===== src/rtl/ex_pkg.sv =====
// Shared encodings for the execute stage: ALU opcodes, funct codes, FSM states
// and the EX/MEM register layout.
package ex_pkg;

  localparam int DATA_W = 32;

  typedef enum logic [2:0] {
    ALU_ADD   = 3'b000,
    ALU_SUB   = 3'b001,
    ALU_AND   = 3'b010,
    ALU_OR    = 3'b011,
    ALU_SLT   = 3'b100,
    ALU_NOR   = 3'b101,
    ALU_MUL   = 3'b110,
    ALU_RTYPE = 3'b111
  } alu_op_e;

  localparam logic [5:0] FN_ADD = 6'h20;
  localparam logic [5:0] FN_SUB = 6'h22;
  localparam logic [5:0] FN_AND = 6'h24;
  localparam logic [5:0] FN_OR  = 6'h25;
  localparam logic [5:0] FN_NOR = 6'h27;
  localparam logic [5:0] FN_SLT = 6'h2A;
  localparam logic [5:0] FN_MUL = 6'h18;

  // Bit positions inside the EX control group.
  localparam int EX_REGDST  = 4;
  localparam int EX_ALUSRC  = 3;
  localparam int EX_ALUOP_H = 2;
  localparam int EX_ALUOP_L = 0;

  localparam logic [1:0] WB_BUBBLE = 2'b00;
  localparam logic [2:0] M_BUBBLE  = 3'b000;

  typedef enum logic [1:0] {
    ST_IDLE = 2'd0,
    ST_BUSY = 2'd1,
    ST_DONE = 2'd2
  } ex_state_e;

  // Fully decoded operation, after resolving R-type funct.
  typedef enum logic [2:0] {
    OP_ADD, OP_SUB, OP_AND, OP_OR, OP_SLT, OP_NOR, OP_MUL, OP_NONE
  } op_e;

  typedef struct packed {
    logic [DATA_W-1:0] branch_tgt;
    logic              zero;
    logic [DATA_W-1:0] alu_res;
    logic [DATA_W-1:0] wdata;
    logic [4:0]        wreg;
    logic [1:0]        wb;
    logic [2:0]        m;
  } exmem_t;

  function automatic op_e decode_op(input alu_op_e alu_op, input logic [5:0] funct);
    case (alu_op)
      ALU_ADD: return OP_ADD;
      ALU_SUB: return OP_SUB;
      ALU_AND: return OP_AND;
      ALU_OR:  return OP_OR;
      ALU_SLT: return OP_SLT;
      ALU_NOR: return OP_NOR;
      ALU_MUL: return OP_MUL;
      default: begin
        case (funct)
          FN_ADD:  return OP_ADD;
          FN_SUB:  return OP_SUB;
          FN_AND:  return OP_AND;
          FN_OR:   return OP_OR;
          FN_NOR:  return OP_NOR;
          FN_SLT:  return OP_SLT;
          FN_MUL:  return OP_MUL;
          default: return OP_NONE;
        endcase
      end
    endcase
  endfunction

endpackage


===== src/rtl/mult_iterativo.sv =====
// Shift-add multiplier: one partial product per cycle, W steps, low W bits kept.
module mult_iterativo #(
  parameter int W = 32
) (
  input  logic         clk,
  input  logic         rst,
  input  logic         i_start,
  input  logic         i_abort,
  input  logic [W-1:0] i_a,
  input  logic [W-1:0] i_b,
  output logic         o_busy,
  output logic         o_done,
  output logic [W-1:0] o_product
);

  localparam int CW = $clog2(W);

  logic [W-1:0]  r_a;
  logic [W-1:0]  r_b;
  logic [W-1:0]  r_acc;
  logic [CW-1:0] r_cnt;
  logic          r_busy;

  // NOTE: sequential state uses <= so every register samples pre-edge values.
  always_ff @(posedge clk) begin
    if (rst) begin
      r_busy <= 1'b0;
      r_cnt  <= '0;
      r_a    <= '0;
      r_b    <= '0;
      r_acc  <= '0;
    end else if (i_abort) begin
      r_busy <= 1'b0;
      r_cnt  <= '0;
    end else if (i_start) begin
      r_busy <= 1'b1;
      r_cnt  <= '0;
      r_a    <= i_a;
      r_b    <= i_b;
      r_acc  <= '0;
    end else if (r_busy) begin
      if (r_b[0]) r_acc <= r_acc + r_a;
      r_a   <= r_a << 1;
      r_b   <= r_b >> 1;
      r_cnt <= r_cnt + CW'(1);
      if (o_done) r_busy <= 1'b0;
    end
  end

  // High during the cycle whose edge performs the final step.
  assign o_done    = r_busy && (r_cnt == CW'(W - 1));
  assign o_busy    = r_busy;
  assign o_product = r_acc;

endmodule


===== src/rtl/etapa_ex_mem.sv =====
// Execute stage with EX/MEM pipeline register; MUL runs on an iterative
// multiplier and stalls upstream until its product is registered.
module etapa_ex_mem
  import ex_pkg::*;
#(
  parameter int MUL_CYCLES = 32
) (
  input  logic        clk,
  input  logic        rst,
  input  logic        flush_i,
  input  logic [31:0] pc4_i,
  input  logic [31:0] rd1_i,
  input  logic [31:0] rd2_i,
  input  logic [31:0] sx_i,
  input  logic [4:0]  rt_i,
  input  logic [4:0]  rd_i,
  input  logic [1:0]  wb_i,
  input  logic [2:0]  m_i,
  input  logic [4:0]  ex_i,
  output logic [31:0] branch_tgt_o,
  output logic        zero_o,
  output logic [31:0] alu_res_o,
  output logic [31:0] wdata_o,
  output logic [4:0]  wreg_o,
  output logic [1:0]  wb_o,
  output logic [2:0]  m_o,
  output logic        stall_o
);

  ex_state_e   r_state;
  ex_state_e   w_next_state;
  exmem_t      r_exmem;
  exmem_t      w_exmem_next;
  op_e         w_op;
  logic        w_is_mul;
  logic [31:0] w_op_b;
  logic [31:0] w_alu_res;
  logic [31:0] w_result;
  logic        w_stall;
  logic        w_mul_start;
  logic        w_mul_busy;
  logic        w_mul_done;
  logic [31:0] w_mul_product;

  assign w_op     = decode_op(alu_op_e'(ex_i[EX_ALUOP_H:EX_ALUOP_L]), sx_i[5:0]);
  assign w_is_mul = (w_op == OP_MUL);
  assign w_op_b   = ex_i[EX_ALUSRC] ? sx_i : rd2_i;

  // NOTE: default assignment first keeps this block purely combinational.
  always_comb begin
    w_alu_res = '0;
    case (w_op)
      OP_ADD:  w_alu_res = rd1_i + w_op_b;
      OP_SUB:  w_alu_res = rd1_i - w_op_b;
      OP_AND:  w_alu_res = rd1_i & w_op_b;
      OP_OR:   w_alu_res = rd1_i | w_op_b;
      OP_NOR:  w_alu_res = ~(rd1_i | w_op_b);
      OP_SLT:  w_alu_res = {31'b0, $signed(rd1_i) < $signed(w_op_b)};
      default: w_alu_res = '0;
    endcase
  end

  mult_iterativo #(.W(MUL_CYCLES)) u_mult (
    .clk       (clk),
    .rst       (rst),
    .i_start   (w_mul_start),
    .i_abort   (flush_i),
    .i_a       (rd1_i),
    .i_b       (w_op_b),
    .o_busy    (w_mul_busy),
    .o_done    (w_mul_done),
    .o_product (w_mul_product)
  );

  always_ff @(posedge clk) begin
    if (rst) r_state <= ST_IDLE;
    else     r_state <= w_next_state;
  end

  always_comb begin
    w_next_state = r_state;
    if (flush_i) begin
      w_next_state = ST_IDLE;
    end else begin
      case (r_state)
        ST_IDLE: if (w_is_mul) w_next_state = ST_BUSY;
        ST_BUSY: begin
          if (w_mul_done)       w_next_state = ST_DONE;
          else if (!w_mul_busy) w_next_state = ST_IDLE;  // multiplier lost its job
        end
        ST_DONE: w_next_state = ST_IDLE;
        default: w_next_state = ST_IDLE;
      endcase
    end
  end

  always_comb begin
    w_stall     = 1'b0;
    w_mul_start = 1'b0;
    if (!rst) begin
      case (r_state)
        ST_IDLE: begin
          if (w_is_mul && !flush_i) begin
            w_stall     = 1'b1;
            w_mul_start = 1'b1;
          end
        end
        ST_BUSY: w_stall = 1'b1;
        default: w_stall = 1'b0;
      endcase
    end
  end

  // At DONE the held ID/EX inputs still describe the MUL, so wreg/wb/m/rd2 come straight from them.
  assign w_result = (r_state == ST_DONE) ? w_mul_product : w_alu_res;

  always_comb begin
    w_exmem_next    = '0;
    w_exmem_next.wb = WB_BUBBLE;
    w_exmem_next.m  = M_BUBBLE;
    if (!(flush_i || w_stall)) begin
      w_exmem_next.branch_tgt = pc4_i + {sx_i[29:0], 2'b00};
      w_exmem_next.zero       = (w_result == '0);
      w_exmem_next.alu_res    = w_result;
      w_exmem_next.wdata      = rd2_i;
      w_exmem_next.wreg       = ex_i[EX_REGDST] ? rd_i : rt_i;
      w_exmem_next.wb         = wb_i;
      w_exmem_next.m          = m_i;
    end
  end

  always_ff @(posedge clk) begin
    if (rst) r_exmem <= '0;
    else     r_exmem <= w_exmem_next;
  end

  assign branch_tgt_o = r_exmem.branch_tgt;
  assign zero_o       = r_exmem.zero;
  assign alu_res_o    = r_exmem.alu_res;
  assign wdata_o      = r_exmem.wdata;
  assign wreg_o       = r_exmem.wreg;
  assign wb_o         = r_exmem.wb;
  assign m_o          = r_exmem.m;
  assign stall_o      = w_stall;

endmodule


===== config.mk =====
export PLATFORM = sky130hd
export DESIGN_NAME = etapa_ex_mem
export DESIGN_NICKNAME = d
export VERILOG_FILES = /design/src/rtl/ex_pkg.sv /design/src/rtl/mult_iterativo.sv /design/src/rtl/etapa_ex_mem.sv
export SDC_FILE = /design/constraint.sdc
export NUM_CORES = 1
export LEC_CHECK = 0
export CORE_MARGIN = 5
export CORE_UTILIZATION = 39
export CTS_BUF_LIST = sky130_fd_sc_hd__clkbuf_8
export DETAILED_ROUTE_END_ITERATION = 10
export GPL_TIMING_DRIVEN = 1
export PLACE_DENSITY = 0.65
export SLEW_MARGIN = 20
export SYNTH_ARGS = -nofsm -noshare
export SYNTH_HDL_FRONTEND = slang
export SYNTH_SLANG_ARGS = --single-unit

===== constraint.sdc =====
create_clock -name clk -period 8.3 [get_ports clk]
set_input_delay 2.075 -clock clk [delete_from_list [all_inputs] [get_ports clk]]
set_output_delay 2.075 -clock clk [all_outputs]
set_load 0.005 [all_outputs]

# After elaboration in Yosys (flattened, before gate mapping)
# Cells that the tools add are included.
[word_totals]
register_bits = 211
input_bits = 151
word_cells = 88
[op_classes]
n_addsub = 5
n_lt_le_gt_ge = 1
n_eq_ne = 24
mux = 25
bitwise = 4
n_reduce_logical = 16
[ops]
columns = ["operator", "count"]
rows = [
  ["$mux 32", 9],
  ["$pmux 32 s6", 1],
  ["$add 32x32->32", 3],
  ["$pmux 3 s7", 2],
  ["$eq 6x6->1 const B", 6],
  ["$and 32x32->32", 1],
  ["$logic_not 32->1", 1],
  ["$lt 32x32->1", 1],
  ["$not 32->32", 1],
  ["$or 32x32->32", 1],
  ["$sub 32x32->32", 1],
  ["$eq 3x3->1 const B", 6],
  ["$eq 3x2->1 const B", 4],
  ["$mux 1", 7],
  ["$eq 3x1->1 const B", 2],
  ["$eq 6x5->1 const B", 1],
  ["$logic_not 3->1", 2],
  ["$mux 2", 3],
  ["$add 5x1->5 const B", 1],
  ["$eq 5x5->1 const B", 1],
  ["$mux 5", 1],
  ["$pmux 2 s2", 1],
  ["$reduce_and 2->1", 2],
  ["$reduce_bool 2->1", 2],
  ["other kinds (13)", 15],
]

# Depth between registers and ports, before layout
# Gate-level depths: netlist (run 1).
[logic_depth]
word_depth = 10
depth_mapped = 18
ltp_nobuf = 17

# Hierarchy
# Synthesis (run 1) repeated with hierarchy kept, for this count alone.
[hier_totals]
cells_unflattened = 2047
hier_area_um2 = 16340.7
[modules_own_cells]
columns = ["mod", "n_inst", "cells_each", "area_each_um2"]
rows = [
  ["etapa_ex_mem", 1, 1404, 10762.8],
  ["mult_iterativo", 1, 643, 5577.8],
]

# Worst setup path before layout (run 1)
# OpenSTA, ideal clock, no wires.
[synth_timing]
path_kind = "input -> register"
from = "in ex_i[3]"
to = "reg r_exmem, in the netlist zero_o"
setup_time_ns = 0.064
t_arrival_ns = 6.088
t_required_ns = 8.236
setup_slack_ns = 2.148
path_stages = 16
n_path_buf = 2
path_cell_list = "clkbuf_1 -> buf_1 -> mux2i_1 -> ha_1 -> nand2b_1 -> o31a_1 -> or3_4 -> a2111oi_4 -> nor2_1 -> a221o_1 -> a21oi_2 -> o221ai_2 -> a2111oi_2 -> nand4_1 -> nand4b_1 -> nor2_1"
[synth_between]
elab_chain_cells = 6
word_cells_on_any_way = 10
[synth_lines]
columns = ["item", "line_no", "source"]
rows = [
  ["start, declared", "etapa_ex_mem.sv:19", "input logic [4:0] ex_i,"],
  ["$mux 32 *", "etapa_ex_mem.sv:47", "assign w_op_b = ex_i[EX_ALUSRC] ? sx_i : rd2_i;"],
  ["parallel branches: the longest is 2 deep, another holds $sub 32x32->32", "-", ""],
  ["$pmux 32 s6 *", "etapa_ex_mem.sv:52", "case (w_op)"],
  ["$mux 32 *", "etapa_ex_mem.sv:115", "assign w_result = (r_state == ST_DONE) ? w_mul_product : w_alu_res;"],
  ["$logic_not 32->1 *", "etapa_ex_mem.sv:123", "w_exmem_next.zero = (w_result == '0);"],
  ["end signal, assigned", "etapa_ex_mem.sv:134", "else r_exmem <= w_exmem_next;"],
  ["end, declared", "etapa_ex_mem.sv:32", "exmem_t r_exmem;"],
]
# Mark *: on every way between the ends.
# A chain may end at the register's enable or synchronous reset.

# Worst setup path after layout (run 1)
[layout_timing]
from = "in sx_i[2]"
to = "out stall_o"
[layout_between]
elab_chain_cells = 8
word_cells_on_any_way = 14
[layout_lines]
columns = ["item", "line_no", "source"]
rows = [
  ["start, declared", "etapa_ex_mem.sv:14", "input logic [31:0] sx_i,"],
  ["$eq 6x5->1 or $eq 6x6->1 (tied branches)", "ex_pkg.sv:66", "case (funct)"],
  ["$pmux 3 s7 *", "ex_pkg.sv:66", ""],
  ["$pmux 3 s7 *", "ex_pkg.sv:57", "case (alu_op)"],
  ["$eq 3x3->1 *", "etapa_ex_mem.sv:46", "assign w_is_mul = (w_op == OP_MUL);"],
  ["$logic_and 1x1->1 *", "etapa_ex_mem.sv:103", "if (w_is_mul && !flush_i) begin"],
  ["$mux 1 *", "etapa_ex_mem.sv:103", ""],
  ["$pmux 1 s2 *", "etapa_ex_mem.sv:101", "case (r_state)"],
  ["$mux 1 *", "etapa_ex_mem.sv:100", "if (!rst) begin"],
  ["end, declared", "etapa_ex_mem.sv:27", "output logic stall_o"],
]
# Mark *: on every way between the ends. The rest lies on a longest branch, timed or not.

==> results of run 1 <==
[path summary, 6_finish.rpt]
| check | from | slack [ns] | endpoint |
|---|---|---|---|
| setup / recovery | sx_i[2] | 0.90 | stall_o |
| hold / removal | u_mult.o_product[26] | 0.48 | u_mult.o_product[26] |
| setup reg to reg | u_mult.o_product[1] | 4.71 | u_mult.o_product[31] |
| hold reg to reg | u_mult.o_product[26] | 0.48 | u_mult.o_product[26] |
[stage by stage]
stage | instances | util | instance area [sq um] | hold slack, ns
4_1_cts | 2827 | 0.489 | 19900 | 0.478
5_1_grt | 2827 | 0.489 | 19900 | 0.495
3_5_place_dp | 2760 | 0.470 | 19100 | 0.470
3_3_place_gp | 2759 | 0.469 | 19100 | 0.465
2_1_floorplan | 2049 | - | 16000 | 0.443
6_report | 2828 | 0.489 | 19900 | 0.478
[layout make-up]
type / count / area [sq um]
antenna: 1 / 2.50
clock buffer: 48 / 661
clock inverter: 19 / 134
fill: 4067 / 20800
inverter: 116 / 435
multi-input combinational: 1614 / 11000
sequential: 211 / 4220
tap: 532 / 666
timing repair buffer: 287 / 2800
[cells in the mapped netlist (9+ instances only)]
cell,count,share of area
a211oi_1,56,0.026
a21o_1,50,0.023
a21oi_1,251,0.078
a221o_1,11,0.0069
a221oi_1,15,0.0082
a31oi_1,28,0.011
and2_1,57,0.022
and3_1,18,0.0070
buf_1,9,0.0021
buf_2,10,0.0031
clkbuf_1,87,0.020
dfxtp_1,211,0.26
ha_1,168,0.13
inv_1,116,0.027
mux2i_1,76,0.047
nand2_1,120,0.028
nand2b_1,27,0.011
nand3_1,28,0.0087
nand4_1,9,0.0035
nor2_1,230,0.054
nor2b_1,26,0.010
nor3_1,37,0.012
nor4_1,11,0.0043
o211a_1,9,0.0056
o211ai_1,16,0.0075
o21a_1,17,0.0080
o21ai_0,87,0.027
o21bai_1,19,0.0089
o31ai_1,11,0.0051
or2_2,10,0.0039
or3_1,21,0.0082
xnor2_1,54,0.029
xor2_1,25,0.014
[cell families after synthesis]
family | synth area share
adders and majority gates | 0.136
muxes | 0.0495
buffers and inverters | 0.0537
DFF | 0.263
and+or+nand+nor | 0.185
AOI/OAI and AO/OA | 0.269
xor gates and xnor gates | 0.0431
[per-layer routing]
metal	vias up	wire length [microns]
met5	-	0
met4	0	2240
met3	121	3390
met2	561	28400
met1	7636	24300
li1	7782	-
[critical path, cell delays in order]
cell and delay, ns:
clkdlybuf4s50_1 0.61, nor4bb_2 0.46, nand2_1 0.12, o211a_1 0.20, a21o_1 0.21, nor4_1 0.78
nor2_1 0.10, nor3_1 0.22, clkdlybuf4s50_1 0.54
[flip-flops by register name, summed over array words and instances, names as in the netlist]
name,cells
alu_res_o,32
branch_tgt_o,32
u_mult.o_product,32
u_mult.r_a,32
u_mult.r_b,32
wdata_o,32
u_mult.r_cnt,5
wreg_o,5
m_o,3
r_state,2
wb_o,2
u_mult.o_busy,1
zero_o,1
[report_power, final]
group / internal, mW / switching (mW)
logic: 0.375 / 0.498
clock network: 0.581 / 0.460
registers: 1.05 / 0.0133
==> out/metrics.csv, run 1 <==
stage,metric,value,unit
outcome,status,"complete, no violations",
clock_network,root_buffer,clkbuf_8,
yosys,async_reset_ff_frac,0,
yosys,syn_inst,2049,
global_route,grt.busiest_layer,met2,
yosys,synth-edff-count,0,
global_route,grt_pass1_vias,15700,
yosys,ys_ff_latch,211,
clock_network,hold_buffers,0,
route,ant_nets,0,
global_route,antenna_found_initial,0,
global_route,met1_usage,0.304,
min_path,hold_depth,2,
flow_run,maxCapViolCount,0,
floorplan,fp.dieW,213,microns
final_layout,nets,2594,
pwr,power_density,149,nW/um^2
yosys,synthFlopType,dfxtp_1,
placement,hpwlAfterDp,44600,microns
worst_setup_path,cp_max_fo,11,
min_path,hp-class,reg2reg,
floorplan,coreArea,40700,sq um
route,post_drt_wl_per_cell,20.7,microns
global_route,grt_use_met3,0.0420,
route,dr.first_iter.drc_count,1010,
timing,fin_crit,7.40,ns
clock_network,cts_tree,done,
worst_setup_path,required,6.23,ns
yosys,ys_types,84,
yosys,synth_nets,2372,
timing,fin_skew,0.0289,ns
worst_setup_path,end_kind,output port,
floorplan,start_util,0.394,
pwr,power.static_leakage,8.42,nW
final_layout,area_growth,24.2,%
global_route,grt_max_degree,68,
timing,worst_pin_slew,1.07,ns
final_layout,layout_commonest_cell,clkdlybuf4s50_1,
timing,setup_ws,0.896,ns
route,wl,58400,microns
clock_network,ctsLongestPathBuffers,3,
clock_network,numCtsBuffers,41,
timing,period_share,0.892,
worst_setup_path,critical_path_class,in2out,
global_route,use_met2,0.425,
global_route,grt_usage,0.245,
timing,hold_viol,0,
placement,gp_congestion,0.968,
yosys,syn_area,16000,sq um
clock_network,cts_setup_buffers,0,
yosys,syn_area_per_cell,7.83,sq um
final_layout,drive_above_1_share,0.0540,
worst_setup_path,r2r_cells,13,
placement,numPortBuffers,258,
floorplan,die_area,45300,sq um
clock_network,h-tree-depth,2,
timing,tns,0,ns
pwr,finalPower,2.98,mW
pwr,irDropWorstVdd,0.000107,V
global_route,grt.overflow.total,0,
clock_network,clock_latency,0.61,ns
route,vias,16100,
clock_network,post_cts_resized,0,
clock_network,cts_sinks,211,
final_layout,final_cell_mix,"clkdlybuf4s50_1 (256), a21oi_1 (250), nor2_1 (228), dfxtp_1 (211), ha_1 (168)",
global_route,grt_pass1_wl,87700,microns
timing,rsz0062_at_grt,false,
timing,fmax,0.135,GHz
floorplan,die_y,213,microns
placement,place_ws,0.834,ns
route,drt-pass1-iter-count,5,
timing,slew_headroom,0.289,
clock_network,clk_pin_slew,0.06,ns
route,via_per_inst,5.69,
timing,setup_violations,0,
worst_setup_path,setup.worst_path.start_class,primary input,
yosys,ys_warn_count,0,
yosys,synth-seq-area-share,0.263,
floorplan,rows,74,
route,drc,0,
floorplan,io_pins,259,
worst_setup_path,worst_ep_arrival_time,5.33,ns
timing,drv_slew,0,
No activity file was read; power rests on OpenSTA's default activity.
==> run 2: changes to the inputs <==
--- a/config.mk
+++ b/config.mk
@@ -5,6 +5,7 @@
 export SDC_FILE = /design/constraint.sdc
 export NUM_CORES = 1
 export LEC_CHECK = 0
+export ABC_CLOCK_PERIOD_IN_PS = 7800
 export CORE_MARGIN = 5
 export CORE_UTILIZATION = 39
 export CTS_BUF_LIST = sky130_fd_sc_hd__clkbuf_8
==> constraint.sdc (replaced) <==
create_clock -name clk -period 7.8 [get_ports clk]
set_input_delay 1.95 -clock clk [delete_from_list [all_inputs] [get_ports clk]]
set_output_delay 1.95 -clock clk [all_outputs]
set_load 0.005 [all_outputs]
==> run 2 against run 1 <==
  * Total power up 9.2%
  * Count of clock-buffer cells in the layout up 7
  * Wire length down 0.97%
  * Worst hold slack better by 0.0024 ns
  * First-iteration DRC count up 7.7%
  * Clock skew down 0.010 ns
  * Cell count up 0.28%
  * Combinational power up 6.4%
  * Non-clock buffer count up 2
  * Critical path type unchanged
  * Critical endpoint unchanged
==> out/metrics.csv, run 2 (synthesis results as in run 1) <==
stage,metric,value,unit
min_path,hold_start,u_mult.o_product[22],
timing,hold_slack,0.480,ns
floorplan,start_util,0.394,
final_layout,final_cells,2836,
worst_setup_path,timing.rr.end,u_mult.o_product[30],
clock_network,hold_buffers,0,
timing,fin_crit,7.14,ns
worst_setup_path,cpPeakStageDelay,0.61,ns
final_layout,area_growth,25.0,%
timing,hold_viol,0,
route,drc,0,
worst_setup_path,cp_max_fo,12,
floorplan,die_y,213,microns
floorplan,die_area,45300,sq um
pwr,finalPower,3.25,mW
final_layout,final_cell_mix,"clkdlybuf4s50_1 (256), a21oi_1 (250), nor2_1 (228), dfxtp_1 (211), ha_1 (168)",
route,drt-pass1-iter-count,5,
placement,gp_congestion,0.954,
global_route,grt_usage,0.242,
global_route,grt.busiest_layer,met2,
clock_network,cts_sinks,211,
timing,setup_ws,0.662,ns
worst_setup_path,worst_ep_arrival_time,5.19,ns
global_route,grt_pass1_wl,86700,microns
worst_setup_path,setup.worst_path.start_class,primary input,
min_path,hold_depth,2,
global_route,use_met2,0.412,
placement,hpwlAfterDp,44300,microns
clock_network,post_cts_resized,0,
min_path,holdPathEnd,u_mult.o_product[22],
final_layout,nets,2595,
worst_setup_path,cp_slowest_cell,clkdlybuf4s50_1,
flow_run,maxCapViolCount,0,
worst_setup_path,r2r_start,u_mult.r_a[0],
final_layout,drive_above_1_share,0.0591,
clock_network,numCtsBuffers,40,
timing,fmax,0.140,GHz
timing,slew_headroom,0.273,
timing,worst_pin_slew,1.09,ns
global_route,met1_usage,0.304,
clock_network,ctsLongestPathBuffers,3,
worst_setup_path,critical_path_class,in2out,
clock_network,clk_pin_slew,0.06,ns
pwr,power.static_leakage,8.46,nW
placement,dp_cells,2762,
min_path,hp-class,reg2reg,
placement,numPortBuffers,258,
clock_network,cts_tree,done,
timing,drv_slew,0,
pwr,power_density,162,nW/um^2
worst_setup_path,end_kind,output port,
final_layout,utilization,0.492,
floorplan,rows,74,
timing,rsz0062_at_grt,false,
global_route,grt.overflow.total,0,
global_route,grt_use_met3,0.0432,
route,post_drt_wl_per_cell,20.4,microns
final_layout,fill_cells,4036,
worst_setup_path,reg2reg_slack,4.09,ns
route,vias,16100,
final_layout,stdcell_area,20100,sq um
placement,place_ws,0.687,ns
floorplan,fp.dieW,213,microns
timing,fin_skew,0.0187,ns
final_layout,layout_commonest_cell,clkdlybuf4s50_1,
clock_network,h-tree-depth,2,
floorplan,coreArea,40700,sq um
route,ant_nets,0,
floorplan,io_pins,259,
clock_network,root_buffer,clkbuf_8,
worst_setup_path,crit_path_frequent_cell,clkdlybuf4s50_1,
worst_setup_path,required,5.85,ns
global_route,grt_pass1_vias,15300,
worst_setup_path,crit_chain,clkdlybuf4s50_1 -> nor4bb_2 -> o21a_1 -> o211a_1 -> nor2_2 -> nor4_1 -> buf_4 -> nor2_1 -> nor3_1 -> clkdlybuf4s50_1,
global_route,grt_max_degree,68,
timing,setup_violations,0,
timing,tns,0,ns
clock_network,clock_latency,0.59,ns
route,wl,57800,microns
global_route,antenna_found_initial,1,
pwr,irDropWorstVdd,0.000123,V
route,via_per_inst,5.67,
placement,dpl-instance-area,19200,sq um
clock_network,cts_setup_buffers,0,
route,dr.first_iter.drc_count,1088,
timing,period_share,0.915,
outcome,status,"complete, no violations",
worst_setup_path,r2r_cells,15,
[run 2: where the power goes]
part,internal [mW],switching (mW),leakage [nW]
clock,0.694,0.499,0.482
sequential,1.12,0.0141,1.71
combinational,0.400,0.528,6.26
total,2.21,1.04,8.46
[run 2: per-layer routing]
metal | share of wire | wire length, microns | up-vias
met1 | 0.42 | 24300 | 7628
met5 | 0 | 0 | -
met3 | 0.061 | 3510 | 113
met4 | 0.040 | 2320 | 0
met2 | 0.48 | 27700 | 548
li1 | - | - | 7800
[run 2: worst max path at each step]
stage                     startpoint       to  slack [ns]  cells past startpoint
final                        sx_i[2]  stall_o        0.66                     10
after global routing         sx_i[2]  stall_o        0.43                     10
after CTS                    sx_i[2]  stall_o        0.65                     10
after detailed placement     sx_i[2]  stall_o        0.69                     10
after global placement       sx_i[2]  stall_o        0.64                     10
after floorplan              ex_i[3]   zero_o        1.77                     16
[run 2: cell type report]
| class | count | area, sq um | area share |
|---|---|---|---|
| repair buffers | 289 | 2830 | 0.141 |
| clock inverters | 17 | 133 | 0.00661 |
| inverters | 116 | 435 | 0.0217 |
| diodes | 2 | 5.00 | 0.000250 |
| flip-flops and latches | 211 | 4220 | 0.211 |
| clock buffers | 55 | 757 | 0.0377 |
| multi-input cells | 1614 | 11000 | 0.549 |
| well taps | 532 | 666 | 0.0332 |
[run 2: critical path, delay by kind of cell]
family,cells,cell delay (ns)
AOI/OAI and AO/OA,2,0.70
and+or+nand+nor,5,1.13
buffers and inverters,3,1.38
